<file path="src/rtl/seq_divider.sv">
// Sequential unsigned restoring divider: one quotient bit per clock, start/busy/done handshake.
// The trial subtraction is a ripple of full-subtractor bit slices.

module seq_divider_sub_slice (
  input  logic a,
  input  logic b,
  input  logic bin,
  output logic diff,
  output logic bout
);
  assign diff = a ^ b ^ bin;
  assign bout = (~a & b) | (~(a ^ b) & bin);
endmodule

module seq_divider #(
  parameter int W = 16
) (
  input  logic         clk,
  input  logic         rst_n,
  input  logic         start,
  input  logic [W-1:0] dividend,
  input  logic [W-1:0] divisor,
  output logic         busy,
  output logic         done,
  output logic [W-1:0] quotient,
  output logic [W-1:0] remainder,
  output logic         div_by_zero
);
  localparam int CW = (W > 2) ? $clog2(W) : 1;

  typedef enum logic [1:0] {IDLE, RUN, FIN} state_t;

  state_t        state;
  logic [W-1:0]  r, q, d;
  logic [CW-1:0] cnt;

  // Partial remainder shifted left with the next dividend bit; needs W+1 bits
  // because 2R+1 can exceed W bits when R is close to D.
  logic [W:0]    rs, dw, t;
  logic [W+1:0]  bw;
  logic          no_borrow;
  logic [W-1:0]  r_nxt, q_nxt;

  assign rs    = {r, q[W-1]};
  assign dw    = {1'b0, d};
  assign bw[0] = 1'b0;

  for (genvar i = 0; i <= W; i++) begin : g_slice
    seq_divider_sub_slice u_slice (
      .a    (rs[i]),
      .b    (dw[i]),
      .bin  (bw[i]),
      .diff (t[i]),
      .bout (bw[i+1])
    );
  end

  assign no_borrow = ~bw[W+1];
  assign r_nxt     = no_borrow ? t[W-1:0] : rs[W-1:0];
  assign q_nxt     = {q[W-2:0], no_borrow};

  always_ff @(posedge clk or negedge rst_n) begin
    if (!rst_n) begin
      state       <= IDLE;
      r           <= '0;
      q           <= '0;
      d           <= '0;
      cnt         <= '0;
      busy        <= 1'b0;
      done        <= 1'b0;
      quotient    <= '0;
      remainder   <= '0;
      div_by_zero <= 1'b0;
    end else begin
      case (state)
        IDLE: begin
          done <= 1'b0;
          if (start) begin
            q    <= dividend;
            d    <= divisor;
            r    <= '0;
            cnt  <= '0;
            busy <= 1'b1;
            if (divisor == '0) begin
              state       <= FIN;
              done        <= 1'b1;
              quotient    <= '1;
              remainder   <= dividend;
              div_by_zero <= 1'b1;
            end else begin
              state <= RUN;
            end
          end
        end
        RUN: begin
          r   <= r_nxt;
          q   <= q_nxt;
          cnt <= cnt + 1'b1;
          // Results load from the final iteration's next-state values so
          // they appear together with done.
          if (cnt == CW'(W - 1)) begin
            state       <= FIN;
            done        <= 1'b1;
            quotient    <= q_nxt;
            remainder   <= r_nxt;
            div_by_zero <= 1'b0;
          end
        end
        FIN: begin
          state <= IDLE;
          done  <= 1'b0;
          busy  <= 1'b0;
        end
        default: begin
          state <= IDLE;
          done  <= 1'b0;
          busy  <= 1'b0;
        end
      endcase
    end
  end
endmodule

</file>
<file path="config.mk">
export PLATFORM = sky130hd
export DESIGN_NAME = seq_divider
export DESIGN_NICKNAME = d
export VERILOG_FILES = /design/src/rtl/seq_divider.sv
export SDC_FILE = /design/constraint.sdc
export NUM_CORES = 1
export LEC_CHECK = 0
export CORE_UTILIZATION = 53
export CTS_BUF_LIST = sky130_fd_sc_hd__clkbuf_8 sky130_fd_sc_hd__clkbuf_16
export DETAILED_ROUTE_END_ITERATION = 7
export PLACE_DENSITY_LB_ADDON = 0.25
export SLEW_MARGIN = 10
export SYNTH_ARGS = -nofsm -noshare
export SYNTH_HDL_FRONTEND = slang
export SYNTH_HIERARCHICAL = 1
export SYNTH_SLANG_ARGS = --single-unit
</file>
<file path="constraint.sdc">
create_clock -name clk -period 11.3 [get_ports clk]
set_input_delay 1.695 -clock clk [delete_from_list [all_inputs] [get_ports clk]]
set_output_delay 1.695 -clock clk [all_outputs]
set_load 0.005 [all_outputs]
</file>
## Word-level counts from Yosys, hierarchy flattened

Index checks and enable logic that the tools add are counted.

- Register bits after elaboration: 89
- Output and inout bits: 35
- Logic and storage cells: 165

- Bitwise logic cells: 112
- Multiplexer cells: 29
- Equality and inequality tests: 5
- Add/subtract/negate cells: 1
- Reductions and logical operators: 8

Operator list:

| operator | count |
|---|---|
| 16-bit two-way mux | 9 |
| 16-bit one-hot mux with 2 select lines | 4 |
| 1-bit NOT | 34 |
| 1-bit bitwise AND | 32 |
| 1-bit bitwise XOR | 31 |
| 16-bit logical NOT | 1 |
| 1-bit bitwise OR | 15 |
| 4-bit one-hot mux with 2 select lines | 1 |
| 2-bit AND reduction | 4 |
| 1-bit two-way mux | 7 |
| 2-bit two-way mux | 3 |
| 2-bit != test (second input constant) | 3 |
| 1-bit one-hot mux with 2 select lines | 3 |
| 4-bit by 1-bit adder with 4-bit output (second input constant) | 1 |
| 4-bit equality test (second input constant) | 1 |
| 4-bit two-way mux | 1 |
| 2-bit one-hot mux with 2 select lines | 1 |
| 4-bit AND reduction | 1 |
| 2-bit by 1-bit equality test with 1-bit output (second input constant) | 1 |
| 2-bit logical NOT | 1 |
| 2-bit nonzero test | 1 |

## Longest topological paths before layout

Gate-level depths: netlist of run 1.

- Depth in word-level cells: 36
- Mapped depth: 24
- Depth with buffers taken out: 22

## By module

The synthesis of run 1 kept the hierarchy.

By module, submodules not included:

| module | cells an instance | area each (um2) | times used | seq. area each (um2) |
|---|---|---|---|---|
| seq_divider | 323 | 3832.4 | 1 | 2227.1 |
| seq_divider_sub_slice | 3 | 27.5 | 17 | 0.0 |

## Worst setup path before layout of run 1

OpenSTA, ideal clock, no wires.

- Path type: reg2reg
- Start point: register q[15]
- End point: register remainder[7]
- Arrival time: 7.662 ns
- Library setup time: 0.125 ns
- Clock period less this slack: 7.787 ns
- Stages on the path, launching flop included: 25
- Setup slack: 3.513 ns
- Buffers on the path: 2
- Data required time: 11.175 ns
- Cell sequence: dfrtp_1 > inv_1 > fa_1 > fa_1 > fa_1 > fa_1 > fa_1 > fa_1 > fa_1 > fa_1 > fa_1 > fa_1 > fa_1 > fa_1 > fa_1 > fa_1 > fa_1 > fa_1 > fa_1 > buf_2 > buf_2 > mux2i_1 > nor2_1 > a21oi_1 > o21ai_1

- Cells in the longest elaborated chain, start to end: 36

RTL lines:

| item | line | text |
|---|---|---|
| start: declaration | 34 | `logic [W-1:0] r, q, d;` |
| start signal: assignment | 79 | `q <= dividend;` |
| start signal: assignment | 97 | `q <= q_nxt;` |
| 1-bit NOT | 12 | `assign bout = (~a & b) \| (~(a ^ b) & bin);` |
| 1-bit bitwise AND | 12 |  |
| net bw[1] | 40 | `logic [W+1:0] bw;` |
| 1-bit bitwise AND | 12 |  |
| 1-bit bitwise OR | 12 |  |
| net bw[2] | 40 |  |
| 1-bit bitwise AND | 12 |  |
| 1-bit bitwise OR | 12 |  |
| net bw[3] | 40 |  |
| [... 2 more ...] | -- |  |
| net bw[4] | 40 |  |
| [... 2 more ...] | -- |  |
| net bw[5] | 40 |  |
| [... 2 more ...] | -- |  |
| net bw[6] | 40 |  |
| [... 2 more ...] | -- |  |
| net bw[7] | 40 |  |
| [... 2 more ...] | -- |  |
| net bw[8] | 40 |  |
| [... 2 more ...] | -- |  |
| net bw[9] | 40 |  |
| [... 2 more ...] | -- |  |
| net bw[10] | 40 |  |
| [... 2 more ...] | -- |  |
| net bw[11] | 40 |  |
| [... 2 more ...] | -- |  |
| net bw[12] | 40 |  |
| [... 2 more ...] | -- |  |
| net bw[13] | 40 |  |
| [... 2 more ...] | -- |  |
| net bw[14] | 40 |  |
| [... 2 more ...] | -- |  |
| net bw[15] | 40 |  |
| 1-bit bitwise AND | 12 |  |
| 1-bit bitwise OR | 12 |  |
| net bw[16] | 40 |  |
| 1-bit bitwise AND | 12 |  |
| net bw[17] | 40 |  |
| 16-bit two-way mux | 59 | `assign r_nxt = no_borrow ? t[W-1:0] : rs[W-1:0];` |
| 16-bit two-way mux | 101 | `if (cnt == CW'(W - 1)) begin` |
| 16-bit one-hot mux with 2 select lines | 75 | `case (state)` |
| end signal: assignment | 88 | `remainder <= dividend;` |
| end signal: assignment | 105 | `remainder <= r_nxt;` |
| end: declaration | 26 | `output logic [W-1:0] remainder,` |

The timed path passes the listed nets, and every way through them passes these cells. The select of a mux whose other input is x is not followed.
A chain may end at the register's enable or synchronous reset.

## Worst setup path after layout of run 1

- Start point: register q[15]
- End point: register remainder[4]

The elaborated chain is that of the path after synthesis.

==> impl_metrics.env, run 1 <==
export IMPL_status="completed"
export IMPL_crit_start="q[15]$_DFFE_PN0P_"
export IMPL_dp_cells=526
export IMPL_clockBufferDepth=2
export IMPL_synth_cell_area_um2=4300
export IMPL_antenna_cells=0
export IMPL_grt_pass1_vias=3016
export IMPL_antenna_found_initial=0
export IMPL_ff2ff_path_depth=22
export IMPL_cp_top_family="adder cells"
export IMPL_io_buffers=69
export IMPL_clock_root_buffer="clkbuf_8"
export IMPL_rr_startpoint="q[15]$_DFFE_PN0P_"
export IMPL_rows=32
export IMPL_tightest_slew_ns=1.09
export IMPL_power_density_nw_per_um2=276
export IMPL_grtUsageMet3=0.0439
export IMPL_wirelength_um=9020
export IMPL_worst_path_stages=22
export IMPL_leakagePower_nw=2.39
export IMPL_gp_congestion=0.805
export IMPL_stdcell_count=541
export IMPL_gr_usage_met1=0.352
export IMPL_n_fill_cell=588
export IMPL_seq_area_um2=2230
export IMPL_rsz0062_at_grt="no"
export IMPL_critPathLaunchType="register"
export IMPL_grt_max_degree=90
export IMPL_hpwl_um=6390
export IMPL_fin_util=0.680
export IMPL_grt_overflow=0
export IMPL_clock_latency_ns=0.36
export IMPL_dieArea_um2=8470
export IMPL_drt_iter0_markers=206
export IMPL_avgRoutedWirePerCell_um=16.7
export IMPL_holdCritPathClass="register to register"
export IMPL_core_area_um2=7770
export IMPL_cts_sinks=89
export IMPL_clk_pin_slew_ns=0.08
export IMPL_finalNetCount=488
export IMPL_critical_path_endpoint="remainder[4]$_DFFE_PN0P_"
export IMPL_ctsHtreeMaxLevel=3
export IMPL_vdd_drop_max_mv=0.176
export IMPL_clock_skew_ns=0.00878
export IMPL_critPathMostFrequentCell="fa_1"
export IMPL_drive_gt1_frac=0.100
export IMPL_die_h_um=92.0
export IMPL_drt_pass1_iterations=4
export IMPL_syn_avg_cell_area_um2=11.5
export IMPL_fin_hold_ws_ns=0.487
export IMPL_drv_cap=0
export IMPL_post_route_drc_count=0
export IMPL_crit_type="register to register"
export IMPL_layout_min_cycle_time_ns=8.45
export IMPL_drt_antenna_violating_nets=0
export IMPL_synthToLayoutAreaGrowth_pct=23.0
export IMPL_postCtsSetupRepairBufs=0
export IMPL_critPathMaxStageDelay_ns=0.79
export IMPL_grt_busiest_layer="met2"
export IMPL_endpoint_kind="register"
export IMPL_cp_arrival_ns=8.66
export IMPL_vias_per_cell=5.59
export IMPL_finalCritPeriodShare=0.747
export IMPL_crit_chain="inv_1, fa_1, fa_1, fa_1, fa_1, fa_1, fa_1, fa_1, fa_1, fa_1, fa_1, fa_1, fa_1, fa_1, fa_1, fa_1, fa_1, fa_1, mux2i_1, nor2_1, a21oi_1, o21ai_0"
export IMPL_ctsHoldBuffers=0
export IMPL_finalMaxSlewViolations=0
export IMPL_finalWorstSetupSlack_ns=2.85
export IMPL_syn_inst=373
export IMPL_dp_slack_ns=2.92
export IMPL_multi_input_area_um2=1820
export IMPL_ys_warn_count=6
export IMPL_routed_via_count=3024
export IMPL_numCtsBuffers=9
export IMPL_grt_pass1_wl_um=15600
export IMPL_r2r_end="remainder[4]$_DFFE_PN0P_"
export IMPL_r2r_slack_ns=2.85
export IMPL_max_freq_ghz=0.118
export IMPL_cts_resized=0
export IMPL_max_slew_margin=0.273
export IMPL_grt_usage=0.239
export IMPL_path_buf_inv=1
export IMPL_cts_tree="yes"
export IMPL_boundaryPins=70
export IMPL_start_util=0.553
export IMPL_cp_required_ns=11.51
export IMPL_use_met2=0.358
export IMPL_setup_viol=0
export IMPL_cp_slowest_cell="fa_1"
export IMPL_die_x_um=92.0
export IMPL_path_max_fanout=18
export IMPL_setup_tns_ns=0
export IMPL_final_hold_viol_count=0
## layer usage
metal / part of all wire / wire length [µm]
met1: 0.47 / 4260
met2: 0.46 / 4160
met3: 0.050 / 455
met4: 0.016 / 142
met5: 0 / 0
## per-stage QoR
stage,power (mW),cell area [µm²]
final,1.46,5290
after global routing,1.58,5290
after CTS,1.47,5290
after detailed placement,1.18,5030
after global placement,1.15,5030
after floorplan,0.975,4300
## power by group
| part | internal [mW] | leakage, nW | switching, mW |
|---|---|---|---|
| registers | 0.441 | 1.05 | 0.0986 |
| logic | 0.307 | 1.21 | 0.332 |
| clock network | 0.168 | 0.131 | 0.111 |
| total | 0.916 | 2.39 | 0.542 |
## how the worst min path moves through the flow
stage                     slack, ns  cells after the start                     from                      end
after global routing           0.52                      1  quotient[5]$_DFFE_PN0P_  quotient[5]$_DFFE_PN0P_
after detailed placement       0.47                      1         busy$_DFFE_PN0P_         busy$_DFFE_PN0P_
after CTS                      0.50                      1         busy$_DFFE_PN0P_         busy$_DFFE_PN0P_
after global placement         0.46                      1        r[15]$_DFFE_PN0P_        r[15]$_DFFE_PN0P_
after floorplan                0.45                      1        r[15]$_DFFE_PN0P_        r[15]$_DFFE_PN0P_
final                          0.49                      1         busy$_DFFE_PN0P_         busy$_DFFE_PN0P_
## final cells by class
type                            count  area share
Clock buffer                        9      0.0234
Clock inverter                      6      0.0251
Inverter                           35      0.0263
Multi-Input combinational cell    228       0.345
Sequential cell                    89       0.421
Tap cell                          102      0.0241
Timing Repair Buffer               72       0.134
## placed cells by master (no fill, tap or decap), types with 2 or more instances in the layout
cell             count
a21o_1              19
a21oi_1             17
buf_4                4
bufinv_16            4
clkbuf_8             9
clkdlybuf4s50_1     68
conb_1               2
dfrtp_1             89
fa_1                17
inv_1               35
mux2_2              16
mux2i_1             31
nand2_1             20
nand3_1              2
nor2_1              19
nor4_4               4
o21a_1               2
o21ai_0             42
o21ai_1             10
o22a_1              15
## registers in the layout (all words and copies together), names as in the netlist
signal and count:
d 16, q 16, quotient 16, r 16
remainder 16, cnt 4, state 2, busy 1
div_by_zero 1, done 1
Power figures use the tool's default switching activity.
==> inputs of run 2 (changes only) <==
--- a/config.mk
+++ b/config.mk
@@ -5,7 +5,7 @@
 export SDC_FILE = /design/constraint.sdc
 export NUM_CORES = 1
 export LEC_CHECK = 0
-export CORE_UTILIZATION = 53
+export CORE_UTILIZATION = 48
 export CTS_BUF_LIST = sky130_fd_sc_hd__clkbuf_8 sky130_fd_sc_hd__clkbuf_16
 export DETAILED_ROUTE_END_ITERATION = 7
 export PLACE_DENSITY_LB_ADDON = 0.25
==> constraint.sdc (replaced) <==
create_clock -name clk -period 7.23 [get_ports clk]
set_input_delay 1.0845 -clock clk [delete_from_list [all_inputs] [get_ports clk]]
set_output_delay 1.0845 -clock clk [all_outputs]
set_load 0.005 [all_outputs]
==> impl_metrics.env, run 2 (same netlist as run 1, synthesis figures left out) <==
export IMPL_setup_tns_ns=-0.0329
export IMPL_rows=34
export IMPL_numCtsBuffers=9
export IMPL_holdCritPathClass="register to register"
export IMPL_antenna_cells=0
export IMPL_rsz0062_at_grt="yes"
export IMPL_start_util=0.495
export IMPL_antenna_found_initial=0
export IMPL_finalWorstSetupSlack_ns=-0.0329
export IMPL_dp_cells=535
export IMPL_wirelength_um=9050
export IMPL_dpl_cell_area_um2=5100
export IMPL_fin_util=0.612
export IMPL_boundaryPins=70
export IMPL_grt_max_degree=53
export IMPL_path_max_fanout=17
export IMPL_cts_sinks=89
export IMPL_finalNetCount=493
export IMPL_routed_via_count=2936
export IMPL_drive_gt1_frac=0.155
export IMPL_critPathLaunchType="register"
export IMPL_die_x_um=96.6
export IMPL_ctsHtreeMaxLevel=3
export IMPL_die_h_um=96.6
export IMPL_gp_congestion=0.778
export IMPL_drt_iter0_markers=170
export IMPL_drt_pass1_iterations=6
export IMPL_max_slew_margin=0.295
export IMPL_tightest_slew_ns=1.05
export IMPL_critPathMaxStageDelay_ns=0.39
export IMPL_core_area_um2=8680
export IMPL_grt_overflow=0
export IMPL_clock_root_buffer="clkbuf_8"
export IMPL_max_freq_ghz=0.138
export IMPL_drv_cap=0
export IMPL_power_density_nw_per_um2=414
export IMPL_ctsHoldBuffers=0
export IMPL_dieArea_um2=9330
export IMPL_grt_usage=0.204
export IMPL_violations="setup timing"
export IMPL_n_fill_cell=739
export IMPL_clk_pin_slew_ns=0.09
export IMPL_clock_latency_ns=0.36
export IMPL_hpwl_um=6440
export IMPL_final_cell_mix="dfrtp_1, clkdlybuf4s50_1, o21ai_0"
export IMPL_setup_viol=1
export IMPL_cts_tree="yes"
export IMPL_avgRoutedWirePerCell_um=16.4
export IMPL_final_common_cell="dfrtp_1"
export IMPL_final_area_um2=5310
export IMPL_crit_type="register to register"
export IMPL_endpoint_kind="register"
export IMPL_clockBufferDepth=2
export IMPL_clock_skew_ns=0.0136
export IMPL_crit_chain="inv_2, fa_2, fa_2, fa_2, fa_2, fa_2, fa_2, fa_2, fa_2, fa_2, fa_2, fa_2, fa_2, fa_2, fa_2, fa_2, fa_2, fa_2, buf_12, mux2i_1, nor2_1, buf_4, a21o_1"
export IMPL_drt_antenna_violating_nets=0
export IMPL_finalMaxSlewViolations=0
export IMPL_status="finished, violations left"
export IMPL_vdd_drop_max_mv=0.285
export IMPL_grt_pass1_wl_um=15200
export IMPL_cp_slowest_cell="fa_2"
export IMPL_post_route_drc_count=0
export IMPL_cp_arrival_ns=7.51
export IMPL_critPathMostFrequentCell="fa_2"
export IMPL_synthToLayoutAreaGrowth_pct=23.6
export IMPL_leakagePower_nw=2.37
export IMPL_final_hold_viol_count=0
export IMPL_vias_per_cell=5.31
export IMPL_cp_required_ns=7.47
export IMPL_io_buffers=69
export IMPL_stdcell_count=553
export IMPL_grt_pass1_vias=2991
export IMPL_finalCritPeriodShare=1.00
export IMPL_layout_min_cycle_time_ns=7.26
## run 2: changes by cell type in the layout (fill, tap and decap cells not counted), sizes merged
cell	previous run	this run
clkinvlp	0	2
bufinv	4	0
clkbuf	9	10
buf	4	9
clkinv	1	3
## run 2: timing repair
item,CTS,global route
endpoints found under the hold margin,0,0
setup endpoints to repair,33,33
buffers inserted,1,1
resized for setup,6,3
## run 2: worst paths after layout
check	slack, ns	cells after the start	endpoint	start
hold reg to reg	0.49	1	quotient[15]$_DFFE_PN0P_	quotient[15]$_DFFE_PN0P_
setup / recovery	-0.03	23	r[2]$_DFFE_PN0P_	q[15]$_DFFE_PN0P_
setup reg to reg	-0.03	23	r[2]$_DFFE_PN0P_	q[15]$_DFFE_PN0P_
min in group asynchronous	0.70	1	quotient[11]$_DFFE_PN0P_	rst_n
hold / removal	0.49	1	quotient[15]$_DFFE_PN0P_	quotient[15]$_DFFE_PN0P_
max in group asynchronous	5.51	2	remainder[2]$_DFFE_PN0P_	rst_n
## run 2: cell type report
class | count | area, µm² | area share
sequential | 89 | 2230 | 0.420
clock inverter | 6 | 42.5 | 0.00801
inverter | 35 | 139 | 0.0262
multi-input combinational | 228 | 1870 | 0.352
clock buffer | 10 | 138 | 0.0259
tap | 108 | 135 | 0.0255
timing repair buffer | 77 | 761 | 0.143
## run 2: power breakdown
| group | internal (mW) | switching (mW) |
|---|---|---|
| Clock | 0.135 | 0.183 |
| Combinational | 0.513 | 0.519 |
| Sequential | 0.690 | 0.156 |
## run 2: worst max-delay path, delay by kind of cell (launching register included)
kind                     cells  cell delay [ns]
AO/OA/AOI/OAI                1             0.14
AND/OR/NAND/NOR              1             0.08
multiplexers                 1             0.16
flip-flops                   1             0.37
adder cells (fa/ha/maj)     17             6.00
buffers and inverters        3             0.37
## run 2: per-layer routing
metal / track usage / share of wire / vias to the layer above
met2: 0.315 / 0.45 / 68
met5: 0 / 0 / -
met1: 0.297 / 0.50 / 1455
met3: 0.0296 / 0.036 / 11
li1: - / - / 1402
met4: 0.0700 / 0.015 / 0
## run 2: per-stage QoR
stage          power (mW)  setup WS [ns]  hold WS [ns]
2_1_floorplan        1.55         0.0240         0.449
3_3_place_gp         1.83         -0.129         0.464
3_5_place_dp         1.88         -0.253         0.472
4_1_cts              2.20       -0.00586         0.496
5_1_grt              2.38         -0.276         0.517
6_report             2.20        -0.0329         0.491
==> inputs of run 3 (changes only) <==
--- a/config.mk
+++ b/config.mk
@@ -5,7 +5,8 @@
 export SDC_FILE = /design/constraint.sdc
 export NUM_CORES = 1
 export LEC_CHECK = 0
-export CORE_UTILIZATION = 48
+export ABC_AREA = 1
+export CORE_UTILIZATION = 49
 export CTS_BUF_LIST = sky130_fd_sc_hd__clkbuf_8 sky130_fd_sc_hd__clkbuf_16
 export DETAILED_ROUTE_END_ITERATION = 7
 export PLACE_DENSITY_LB_ADDON = 0.25
==> impl_metrics.env, run 3 <==
export IMPL_status="finished, violations left"
export IMPL_violations="DRC, setup timing"
export IMPL_tightest_slew_ns=0.801
export IMPL_final_area_um2=5560
export IMPL_final_cell_mix="nand2_1, dfrtp_1, clkdlybuf4s50_1"
export IMPL_cp_arrival_ns=7.55
export IMPL_io_buffers=69
export IMPL_numCtsBuffers=9
export IMPL_layout_min_cycle_time_ns=7.25
export IMPL_cts_tree="yes"
export IMPL_cts_sinks=89
export IMPL_gp_congestion=0.848
export IMPL_synthToLayoutAreaGrowth_pct=23.7
export IMPL_path_max_fanout=18
export IMPL_cp_slowest_cell="fa_2"
export IMPL_clockBufferDepth=2
export IMPL_holdCritPathClass="register to register"
export IMPL_grt_overflow=0
export IMPL_crit_chain="inv_2, fa_2, fa_2, fa_2, fa_2, fa_2, fa_2, fa_2, fa_2, fa_2, fa_2, fa_2, fa_2, fa_2, fa_2, fa_2, fa_2, fa_2, buf_8, o21ai_1, nand2_1, nand2_1, nand3_1, nand2_1"
export IMPL_finalMaxSlewViolations=0
export IMPL_syn_inst=535
export IMPL_setup_tns_ns=-0.0194
export IMPL_antenna_cells=0
export IMPL_finalWorstSetupSlack_ns=-0.0194
export IMPL_power_density_nw_per_um2=469
export IMPL_finalCritPeriodShare=1.00
export IMPL_ys_warn_count=6
export IMPL_critPathMostFrequentCell="fa_2"
export IMPL_antenna_found_initial=0
export IMPL_crit_type="register to register"
export IMPL_multi_input_area_um2=1920
export IMPL_grt_pass1_wl_um=18300
export IMPL_clock_latency_ns=0.36
export IMPL_postCtsSetupRepairBufs=0
export IMPL_drt_pass1_iterations=7
export IMPL_drv_cap=0
export IMPL_wirelength_um=10700
export IMPL_core_area_um2=8810
export IMPL_holdPathStages=2
export IMPL_dpl_cell_area_um2=5300
export IMPL_setup_viol=1
export IMPL_drive_gt1_frac=0.122
export IMPL_clock_skew_ns=0.0146
export IMPL_clk_pin_slew_ns=0.09
export IMPL_ctsHtreeMaxLevel=3
export IMPL_hpwl_um=7070
export IMPL_critPathLaunchType="register"
export IMPL_start_util=0.511
export IMPL_endpoint_kind="register"
export IMPL_vdd_drop_max_mv=0.360
export IMPL_n_fill_cell=753
export IMPL_grt_max_degree=90
export IMPL_finalNetCount=657
export IMPL_avgRoutedWirePerCell_um=14.9
export IMPL_dieArea_um2=9560
export IMPL_max_freq_ghz=0.138
export IMPL_post_route_drc_count=12
export IMPL_syn_avg_cell_area_um2=8.41
export IMPL_drt_iter0_markers=220
export IMPL_rsz0062_at_grt="yes"
export IMPL_routed_via_count=3649
export IMPL_final_hold_viol_count=0
export IMPL_dp_slack_ns=-0.239
export IMPL_vias_per_cell=5.10
export IMPL_rows=34
export IMPL_final_common_cell="nand2_1"
export IMPL_synth_cell_area_um2=4500
export IMPL_leakagePower_nw=2.77
export IMPL_die_x_um=97.8
export IMPL_cp_required_ns=7.53
export IMPL_seq_area_um2=2230
export IMPL_die_h_um=97.8
export IMPL_drt_antenna_violating_nets=0
export IMPL_max_slew_margin=0.466
export IMPL_critPathMaxStageDelay_ns=0.41
export IMPL_ff2ff_path_depth=24
export IMPL_clock_root_buffer="clkbuf_8"
export IMPL_grt_usage=0.246
export IMPL_grt_pass1_vias=3775
export IMPL_boundaryPins=70
==> run 3: metrics by stage <==
stage	utilization	power, mW	std cells	hold slack [ns]
after floorplan	-	1.74	536	0.442
after global placement	0.602	2.14	700	0.453
after detailed placement	0.602	2.18	700	0.458
after CTS	0.629	2.60	716	0.480
after global routing	0.632	2.86	716	0.494
final	0.632	2.61	716	0.474
==> run 3: path summary, 6_finish.rpt <==
check / start / end / slack, ns
worst max-delay path: q[15]$_DFFE_PN0P_ / remainder[0]$_DFFE_PN0P_ / -0.02
worst min-delay path: remainder[4]$_DFFE_PN0P_ / remainder[4]$_DFFE_PN0P_ / 0.47
worst max register to register: q[15]$_DFFE_PN0P_ / remainder[0]$_DFFE_PN0P_ / -0.02
worst min register to register: remainder[4]$_DFFE_PN0P_ / remainder[4]$_DFFE_PN0P_ / 0.47
max in group asynchronous: rst_n / q[1]$_DFFE_PN0P_ / 5.90
min in group asynchronous: rst_n / d[7]$_DFFE_PN0P_ / 0.79
==> run 3: power breakdown <==
part | total, mW | switching [mW] | internal, mW
Clock | 0.376 | 0.181 | 0.195
Sequential | 0.881 | 0.152 | 0.729
Combinational | 1.35 | 0.784 | 0.571
Total | 2.61 | 1.12 | 1.50
==> run 3: worst max-delay path: cells and delay by family, from the launching register on <==
family          cells  cell delay [ns]
compound gates      1             0.16
simple gates        4             0.38
fa+ha+maj          17             6.04
buf+inv             2             0.23
flops               1             0.36
==> run 3: layout make-up <==
class                   count  area share
flip-flops and latches     89       0.400
repair buffers             82       0.145
clock buffers               9      0.0223
well taps                 108      0.0243
clock inverters             6      0.0162
multi-input cells         351       0.345
inverters                  71      0.0479
==> run 3: per-layer routing <==
layer / wire, µm / up-vias / track usage / share of wire
met5: 0 / - / 0 / 0
met4: 153 / 0 / 0.0979 / 0.014
met3: 582 / 12 / 0.0451 / 0.054
met2: 5220 / 86 / 0.399 / 0.49
met1: 4730 / 1774 / 0.332 / 0.44
li1: - / 1777 / - / -
==> run 3: timing repair <==
action,CTS,global route
gates cloned,1,0
gates resized for setup,11,13
pin swaps,1,4
setup endpoints to repair,33,31
hold buffers,0,0
